`config.mk`:
```
export PLATFORM = sky130hd
export DESIGN_NAME = cmd_stream_assembler
export DESIGN_NICKNAME = d
export VERILOG_FILES = /design/src/rtl/cmd_stream_assembler.sv
export SDC_FILE = /design/constraint.sdc
export NUM_CORES = 1
export LEC_CHECK = 0
export BUFFER_PORTS_ARGS = -buffer_cell sky130_fd_sc_hd__buf_2
export CAP_MARGIN = 20
export CELL_PAD_IN_SITES_DETAIL_PLACEMENT = 0
export CELL_PAD_IN_SITES_GLOBAL_PLACEMENT = 1
export CORE_AREA = 3 3 136 138
export DETAILED_ROUTE_END_ITERATION = 8
export DIE_AREA = 0 0 139 141
export PLACE_DENSITY = 0.84
export REMOVE_ABC_BUFFERS = 1
export SLEW_MARGIN = 25
export SYNTH_ARGS = -nofsm -noshare
export SYNTH_HDL_FRONTEND = slang
export SYNTH_SLANG_ARGS = --single-unit
```
`constraint.sdc`:
```
create_clock -name clk -period 2.1 [get_ports clk]
set_input_delay 0.21 -clock clk [delete_from_list [all_inputs] [get_ports clk]]
set_output_delay 0.21 -clock clk [all_outputs]
set_load 0.01 [all_outputs]
```
`src/rtl/cmd_stream_assembler.sv`:
```
// cmd_stream_assembler: packs UART bytes into command words and queues them
// in a first-word-fall-through FIFO toward an AXI-Stream consumer.
module cmd_stream_assembler #(
  parameter int BYTES_PER_WORD = 4,
  parameter int MSB_FIRST      = 1,
  parameter int FIFO_DEPTH     = 4,
  parameter int TIMEOUT_CYCLES = 0
) (
  input  logic                            clk,
  input  logic                            reset_n_i,
  input  logic                            clear_i,
  input  logic                            rx_valid_i,
  input  logic                            rx_busy_i,
  input  logic [7:0]                      rx_data_i,
  output logic                            rx_rd_o,
  output logic                            cmd_axis_tvalid_o,
  input  logic                            cmd_axis_tready_i,
  output logic [8*BYTES_PER_WORD-1:0]     cmd_axis_tdata_o,
  output logic [$clog2(FIFO_DEPTH):0]     fifo_level_o,
  output logic                            partial_o,
  output logic                            timeout_o
);

  localparam int W       = 8 * BYTES_PER_WORD;
  localparam int CW      = (BYTES_PER_WORD > 1) ? $clog2(BYTES_PER_WORD) : 1;
  localparam int AW      = $clog2(FIFO_DEPTH);
  localparam int LW      = AW + 1;
  localparam int TW      = (TIMEOUT_CYCLES > 0) ? $clog2(TIMEOUT_CYCLES + 1) : 1;
  localparam int TO_LAST = (TIMEOUT_CYCLES > 0) ? TIMEOUT_CYCLES - 1 : 0;
  // A single-byte word never holds a partial, so the timeout can never apply.
  localparam bit TO_EN   = (TIMEOUT_CYCLES > 0) && (BYTES_PER_WORD > 1);

  localparam logic [CW-1:0] CNT_LAST  = CW'(BYTES_PER_WORD - 1);
  localparam logic [LW-1:0] LVL_FULL  = LW'(FIFO_DEPTH);
  localparam logic [TW-1:0] IDLE_LAST = TW'(TO_LAST);

  logic [CW-1:0] cnt_q, cnt_d;
  logic [W-1:0]  word_q, word_d;
  logic [TW-1:0] idle_q, idle_d;
  logic          timeout_q, timeout_d;
  logic [AW-1:0] wr_ptr_q, wr_ptr_d, rd_ptr_q, rd_ptr_d;
  logic [LW-1:0] level_q, level_d;
  logic [W-1:0]  mem_q [FIFO_DEPTH];

  logic          accept, cnt_last, push, pop;
  logic [CW-1:0] lane;
  logic [W-1:0]  push_word;

  // Handshake decode; rx_rd_o depends on registered state only, so a pop in
  // the same cycle cannot open the gate for the word-completing byte.
  assign cnt_last = (cnt_q == CNT_LAST);
  assign rx_rd_o  = !cnt_last || (level_q != LVL_FULL);
  assign accept   = rx_valid_i && !rx_busy_i && rx_rd_o;
  assign push     = accept && cnt_last;
  assign pop      = (level_q != '0) && cmd_axis_tready_i;

  // Merge the incoming byte into the lane chosen by byte count and order.
  always_comb begin
    lane      = (MSB_FIRST != 0) ? (CNT_LAST - cnt_q) : cnt_q;
    push_word = word_q;
    for (int i = 0; i < BYTES_PER_WORD; i++)
      if (lane == CW'(i)) push_word[8*i +: 8] = rx_data_i;
  end

  // Byte counter, partial word and idle-timeout next state.
  always_comb begin
    cnt_d     = cnt_q;
    word_d    = word_q;
    idle_d    = idle_q;
    timeout_d = 1'b0;
    if (accept) begin
      idle_d = '0;
      if (cnt_last) begin
        cnt_d  = '0;
        word_d = '0;
      end else begin
        cnt_d  = cnt_q + 1'b1;
        word_d = push_word;
      end
    end else if (cnt_q == '0) begin
      idle_d = '0;
    end else if (TO_EN) begin
      if (idle_q == IDLE_LAST) begin
        cnt_d     = '0;
        word_d    = '0;
        idle_d    = '0;
        timeout_d = 1'b1;
      end else begin
        idle_d = idle_q + 1'b1;
      end
    end
    if (clear_i) begin
      cnt_d     = '0;
      word_d    = '0;
      idle_d    = '0;
      timeout_d = 1'b0;
    end
  end

  // FIFO pointer and occupancy next state; clear wins over push and pop.
  always_comb begin
    wr_ptr_d = wr_ptr_q;
    rd_ptr_d = rd_ptr_q;
    level_d  = level_q;
    if (push) wr_ptr_d = wr_ptr_q + 1'b1;
    if (pop)  rd_ptr_d = rd_ptr_q + 1'b1;
    if (push && !pop)      level_d = level_q + 1'b1;
    else if (!push && pop) level_d = level_q - 1'b1;
    if (clear_i) begin
      wr_ptr_d = '0;
      rd_ptr_d = '0;
      level_d  = '0;
    end
  end

  // Assembler and FIFO control registers.
  always_ff @(posedge clk or negedge reset_n_i) begin
    if (!reset_n_i) begin
      cnt_q     <= '0;
      word_q    <= '0;
      idle_q    <= '0;
      timeout_q <= 1'b0;
      wr_ptr_q  <= '0;
      rd_ptr_q  <= '0;
      level_q   <= '0;
    end else begin
      cnt_q     <= cnt_d;
      word_q    <= word_d;
      idle_q    <= idle_d;
      timeout_q <= timeout_d;
      wr_ptr_q  <= wr_ptr_d;
      rd_ptr_q  <= rd_ptr_d;
      level_q   <= level_d;
    end
  end

  // FIFO storage; completed word is written in the cycle of its last byte.
  always_ff @(posedge clk or negedge reset_n_i) begin
    if (!reset_n_i) begin
      for (int i = 0; i < FIFO_DEPTH; i++) mem_q[i] <= '0;
    end else if (push && !clear_i) begin
      mem_q[wr_ptr_q] <= push_word;
    end
  end

  assign cmd_axis_tvalid_o = (level_q != '0);
  assign cmd_axis_tdata_o  = cmd_axis_tvalid_o ? mem_q[rd_ptr_q] : '0;
  assign fifo_level_o      = level_q;
  assign partial_o         = (cnt_q != '0);
  assign timeout_o         = timeout_q;

endmodule
```
==> results of run 1 <==
## metrics by stage
stage | cells | cell area (um2) | util
floorplan | 619 | 7350 | -
global placement | 920 | 8180 | 0.473
detailed placement | 920 | 8180 | 0.473
CTS | 961 | 9050 | 0.523
global route | 962 | 9230 | 0.533
finish | 962 | 9230 | 0.533
## timing repair
action                                 CTS  global route
gates resized for setup                 32            42
hold buffers                             1             0
cloned                                   4             0
endpoints found under the hold margin   58             0
pin swaps                                2             1
setup endpoints to repair               32            33
buffers inserted                         6             0
## layer usage
| layer | GRT usage | up-vias | part of all wire |
|---|---|---|---|
| li1 | - | 2439 | - |
| met1 | 0.240 | 2763 | 0.42 |
| met2 | 0.334 | 128 | 0.53 |
| met3 | 0.0302 | 20 | 0.039 |
| met4 | 0.0695 | 0 | 0.017 |
| met5 | 0 | - | 0 |
## sequential cells by signal (all words and copies together) (netlist names)
signal	cells
fifo_level_o	3
wr_ptr_q	2
mem_q	128
rd_ptr_q	2
word_q	32
cnt_q	2
## final cells by class
cell class	count	area [um2]
repair buffers	86	878
clock buffers	24	502
diodes	1	2.50
clock inverters	7	90.1
fillers	1479	8070
multi-input cells	443	3210
well taps	225	282
flip-flops and latches	169	4230
inverters	7	26.3
## worst max path at each step
stage                                from                   end  slack [ns]  cells after the start
final                         rd_ptr_q[0]  cmd_axis_tdata_o[17]       -0.03                      5
after global routing          rd_ptr_q[0]  cmd_axis_tdata_o[19]       -0.09                      5
after CTS                     rd_ptr_q[0]  cmd_axis_tdata_o[12]       -0.04                      5
after detailed placement  fifo_level_o[1]       fifo_level_o[2]        0.03                      8
after global placement    fifo_level_o[1]       fifo_level_o[2]        0.12                      8
after floorplan                  cnt_q[0]             mem_q[64]       -4.47                      4
## cells in the final DEF (no fill, tap or decap), drive strengths merged, types with 2 or more instances in the layout
master,count
mux2i,33
and2,41
nor4b,4
dfrtp,169
nor2,141
ha,8
xor2,3
clkinv,3
o21ai,3
nor3b,2
nand2,4
xnor2,2
or3,3
inv,7
bufinv,2
clkbuf,24
buf,85
mux2,2
mux4,32
o2bb2ai,24
clkinvlp,2
a21oi,132
## cell families (layout without fill, tap and decap cells)
logic type | Yosys count | count (layout) | synth area share
xor gates and xnor gates | 5 | 5 | 0.00673
muxes | 67 | 67 | 0.141
and+or+nand+nor | 201 | 201 | 0.124
DFF | 169 | 169 | 0.554
adders and majority gates | 9 | 9 | 0.0157
buffers and inverters | 59 | 124 | 0.0402
AOI/OAI and AO/OA | 160 | 160 | 0.118
other | 1 | 2 | 0.000492
## power by group
group	internal [mW]	leakage [nW]	switching, mW	total [mW]
clock	1.90	0.288	1.19	3.09
sequential	3.34	2.35	0.0768	3.42
combinational	0.798	1.59	0.906	1.70
total	6.04	4.22	2.18	8.22
## worst max-delay path: cells and delay by family (launching register included)
family / cells / cell delay [ns]
multiplexers: 1 / 0.52
flip-flops: 1 / 0.40
AND/OR/NAND/NOR: 1 / 0.18
buffers and inverters: 3 / 0.40
==> results.md, run 1 <==
- Num Clock Sinks: 169
- Die footprint: 0.0196 mm2
- Async SR Flop Fraction: 1.00
- Critical Path RT: 1.89 ns
- Post-synthesis sequential area ratio: 0.554
- Post-Syn Area: 0.00763 mm2
- Clock root buffer master: clkbuf_16
- WHS Path Cells: 2
- Largest net degree at the start of global routing: 65
- Hold crit path type: in -> reg
- RSZ-0062 raised after global routing: yes
- PwrDens: 891 mW/mm2
- Final WL: 18200 um
- FF-to-FF Start: fifo_level_o[1]
- Synth warnings: 0
- Final Skew: 0.00585 ns
- Status: complete, but fails checks
- Core area: 0.0173 mm2
- Slowest Stage Delay on Critical Path: 0.52 ns
- Effective utilization at floorplan: 0.441
- Post-route ant nets: 0
- Failing checks: setup timing
- Leak: 4.22 nW
- TritonRoute pass-1 iters: 5
- Worst Min Path Start: clear_i
- CTS max path bufs: 2
- Total power: 8.22 mW
- CP Data Arrival Time: 1.92 ns
- Row Count: 48
- RD Place Congestion: 0.770
- Fin Setup TNS: -0.370 ns
- Flop2flop setup slack: 0.04 ns
- Antenna violations before repair: 1
- DR DRC count: 0
- Worst Hold Path EP: wr_ptr_q[0]
- Fmax: 0.470 GHz
- Vias in the first global route: 5595
- EDFF count, synth: 0
- CTS tree: built
- Vias: 5350
- Fin crit share: 1.01
- Via/cell ratio: 5.56
- Max_slew headroom: 0.540
- Die H: 141 um
- Post-place setup slack: 0.0347 ns
- Share of cells above drive strength 1: 0.258
- Final hold slack: 0.212 ns
- Worst setup path category: reg -> out
- Input/output buffers: 51
- Cts bufs inserted: 17
- Peak fanout along the critical path: 7
- # setup viols final: 23
- GRT overflow: 0
- Min cycle time layout: 2.13 ns
- Area leader, netlist: dfrtp_1
- Worst reg2reg path depth: 8
- Maximum vdd ir drop: 726 uV
- Area contributors post-synth: dfrtp_1 (55%), mux4_2 (9.4%), a21oi_1 (8.6%)
- Yosys top cell area share: 0.554
- Slowest-stage cell, CP: mux4_2
- Mean area per synthesized cell: 11.4 um2
- Reg clk slew, reported paths: 0.06 ns
- Crit path cell chain: buf_6 -> buf_12 -> mux4_2 -> and2_4 -> buf_6
- DR iter-0 viols: 306
- Netlist cell types: 38
- Worst path most repeated cell: buf_6
- Crit end category: output pin
- WL per Instance: 18.9 um
- Nets@finish: 747
- Commonest cells in the netlist: dfrtp_1 (169), nor2_1 (139), a21oi_1 (131)
- Layout area overhead: 21.0%
- Final Max Slew Viols: 0
- Flops & latches, synth: 169
- Detailed Place HPWL: 10800 um
- First-pass GRT wire length: 29300 um
- Io pins: 53
- Worst Max-Slew Pin Slew: 0.688 ns
- Crit path launch type: flip-flop
- Reg2Reg Capture Point: fifo_level_o[2]
- Clk_lat worst skew: 0.42 ns
- Setup ws final: -0.0297 ns
- Final Hold Violating Endpoints: 0
- Most frequent cell after synthesis: dfrtp_1
- Die span in x: 139 um
- Max-cap violations: 0
- Synth Flop Type: dfrtp_1
- Total track usage: 0.190
- Number of H-tree levels: 4
- Synth Instances: 671
Power figures use the tool's default switching activity.
==> run 2: changes to the inputs <==
--- a/config.mk
+++ b/config.mk
@@ -5,14 +5,14 @@
 export SDC_FILE = /design/constraint.sdc
 export NUM_CORES = 1
 export LEC_CHECK = 0
-export BUFFER_PORTS_ARGS = -buffer_cell sky130_fd_sc_hd__buf_2
 export CAP_MARGIN = 20
 export CELL_PAD_IN_SITES_DETAIL_PLACEMENT = 0
 export CELL_PAD_IN_SITES_GLOBAL_PLACEMENT = 1
-export CORE_AREA = 3 3 136 138
+export CORE_AREA = 3 3 135 137
 export DETAILED_ROUTE_END_ITERATION = 8
-export DIE_AREA = 0 0 139 141
-export PLACE_DENSITY = 0.84
+export DIE_AREA = 0 0 138 140
+export DONT_BUFFER_PORTS = 1
+export PLACE_DENSITY = 0.79
 export REMOVE_ABC_BUFFERS = 1
 export SLEW_MARGIN = 25
 export SYNTH_ARGS = -nofsm -noshare
==> constraint.sdc (replaced) <==
create_clock -name clk -period 2.7 [get_ports clk]
set_input_delay 0.27 -clock clk [delete_from_list [all_inputs] [get_ports clk]]
set_output_delay 0.27 -clock clk [all_outputs]
set_load 0.01 [all_outputs]
==> results.md, run 2 (synthesized netlist as in run 1, its figures left out) <==
- Largest register FFs: 128 (unchanged)
- CTS hold repair buffers: 1 (unchanged)
- Antenna violations before repair: 0 (-1)
- Row Count: 48 (unchanged)
- Via/cell ratio: 5.53 (-0.50%)
- Fillers: 1562 (+5.6%)
- # Post-CTS Setup Buffers: 0 (-6)
- Final Skew: 0.00738 ns (+0.00153 ns)
- First-pass GRT wire length: 27600 um (-5.7%)
- # setup viols final: 0 (-100%)
- Reg2Reg Capture Point: fifo_level_o[2]
- Status: complete, but fails checks
- Min cycle time layout: 2.25 ns
- Hold crit path type: in -> async
- Worst Max-Slew Pin Slew: 0.973 ns (+0.285 ns)
- Worst setup path category: reg -> reg
- Nets@finish: 679 (-9.1%)
- Die footprint: 0.0193 mm2 (-1.4%)
- Cts bufs inserted: 17 (unchanged)
- CTS tree: built
- Ant diodes: 0 (-1)
- Vias in the first global route: 5221 (-6.7%)
- FF-to-FF Start: fifo_level_o[0]
- CTS max path bufs: 2 (unchanged)
- Critical Path RT: 3.04 ns (+1.15 ns)
- Io pins: 53 (unchanged)
- Max_slew headroom: 0.352 (-0.189)
- Layout area overhead: 10.4%
- Die span in x: 138 um (-0.72%)
- Max-cap violations: 0 (unchanged)
- Total power: 5.87 mW (-29%)
- DR DRC count: 0 (unchanged)
- Post-place setup slack: 0.500 ns (+0.466 ns)
- Setup ws final: 0.452 ns (+0.482 ns)
- Worst Path Buf+Inv: 0 (-3)
- GRT overflow: 0 (unchanged)
- Vias: 4947 (-7.5%)
- Fin Setup TNS: 0 ns (+0.370 ns)
- Effective utilization at floorplan: 0.444 (+0.00308)
- Failing checks: hold timing
- Final Max Slew Viols: 0 (unchanged)
- Final Hold Violating Endpoints: 169 (+169)
- Fin crit share: 0.833
- Most common cell after layout, fill and taps aside: dfrtp_1
- Most frequent cells in the layout: dfrtp_1 (168), nor2_1 (139), a21oi_1 (131)
- Input/output buffers: 0 (-100%)
- Detailed Place HPWL: 10200 um (-5.5%)
- Slowest Stage Delay on Critical Path: 0.55 ns (+0.03 ns)
- Num Clock Sinks: 169 (unchanged)
- Number of H-tree levels: 4 (unchanged)
- Fmax: 0.445 GHz
- Clk_lat worst skew: 0.42 ns (about the same)
- Flop2flop setup slack: 0.45 ns (+0.41 ns)
- Final WL: 16500 um (-9.2%)
- Crit end category: flip-flop
- Core area: 0.0172 mm2 (-0.69%)
- Peak fanout along the critical path: 8 (+1)
- Post-route ant nets: 0 (unchanged)
- DR iter-0 viols: 324 (+5.9%)
- PwrDens: 698 mW/mm2 (-22%)
- Largest net degree at the start of global routing: 170 (+160%)
- Crit-path leading delay family: simple AND/OR/NAND/NOR gates
- CP Data Arrival Time: 2.59 ns (+0.67 ns)
- WL per Instance: 18.5 um (-2.3%)
- Slowest-stage cell, CP: dfrtp_1
- Reg clk slew, reported paths: 0.07 ns (about the same)
- Maximum vdd ir drop: 469 uV (-35%)
- RSZ-0062 raised after global routing: no
- Crit path cell chain: or3_1 -> nand2_2 -> and2_1 -> fa_1 -> or3_1 -> a21oi_1 -> nor3_1 -> a21oi_1
- RD Place Congestion: 0.713 (-7.3%)
- Final hold slack: -0.455 ns (-0.667 ns)
- Share of cells above drive strength 1: 0.139 (-0.119)
- Total track usage: 0.178 (-0.0122)
- Final core occ: 0.490 (-0.0433)
- Largest register by flop count: mem_q
- Post-CTS Resized: 0 (-100%)
- Worst reg2reg path depth: 8 (unchanged)
- Die H: 140 um (-0.71%)
- Crit path launch type: flip-flop
- TritonRoute pass-1 iters: 4 (-1)
- Clock root buffer master: clkbuf_16
- Leak: 3.77 nW (-11%)
[run 2: power breakdown]
group / switching, mW / internal (mW)
registers: 0.0705 / 2.60
logic: 0.472 / 0.314
clock network: 1.00 / 1.42
total: 1.54 / 4.33
[run 2: metrics by stage]
| step | area (um2) | instances |
|---|---|---|
| after floorplan | 7350 | 619 |
| after global placement | 7810 | 861 |
| after detailed placement | 7810 | 861 |
| after CTS | 8420 | 894 |
| after global routing | 8420 | 894 |
| final | 8420 | 894 |
[run 2: layout make-up]
cell class | count | area, um2 | share of cell area
flip-flops and latches | 169 | 4230 | 0.503
multi-input cells | 443 | 3120 | 0.371
clock buffers | 19 | 453 | 0.0538
well taps | 225 | 282 | 0.0334
repair buffers | 18 | 163 | 0.0193
clock inverters | 13 | 143 | 0.0169
inverters | 7 | 26.3 | 0.00312
[run 2: layer usage]
metal  track usage  vias up  share of wire
met5             0        -              0
met4        0.0520        0          0.015
met3        0.0471       18          0.038
met2         0.312       86           0.51
met1         0.217     2541           0.43
li1              -     2302              -
[run 2: worst max path at each step]
stage	startpoint	to	slack (ns)	cells past startpoint
final	fifo_level_o[0]	fifo_level_o[2]	0.45	8
after global routing	fifo_level_o[0]	fifo_level_o[2]	0.36	8
after CTS	rd_ptr_q[0]	cmd_axis_tdata_o[15]	0.48	3
after detailed placement	fifo_level_o[0]	fifo_level_o[2]	0.50	8
after global placement	fifo_level_o[0]	fifo_level_o[2]	0.57	8
after floorplan	cnt_q[0]	mem_q[64]	-3.87	4
[run 2: worst register-to-register path: stages, from the launching register on]
cell,delay (ns)
dfrtp_1,0.55
or3_1,0.20
nand2_2,0.09
and2_1,0.18
fa_1,0.44
or3_1,0.35
a21oi_1,0.15
nor3_1,0.07
a21oi_1,0.15
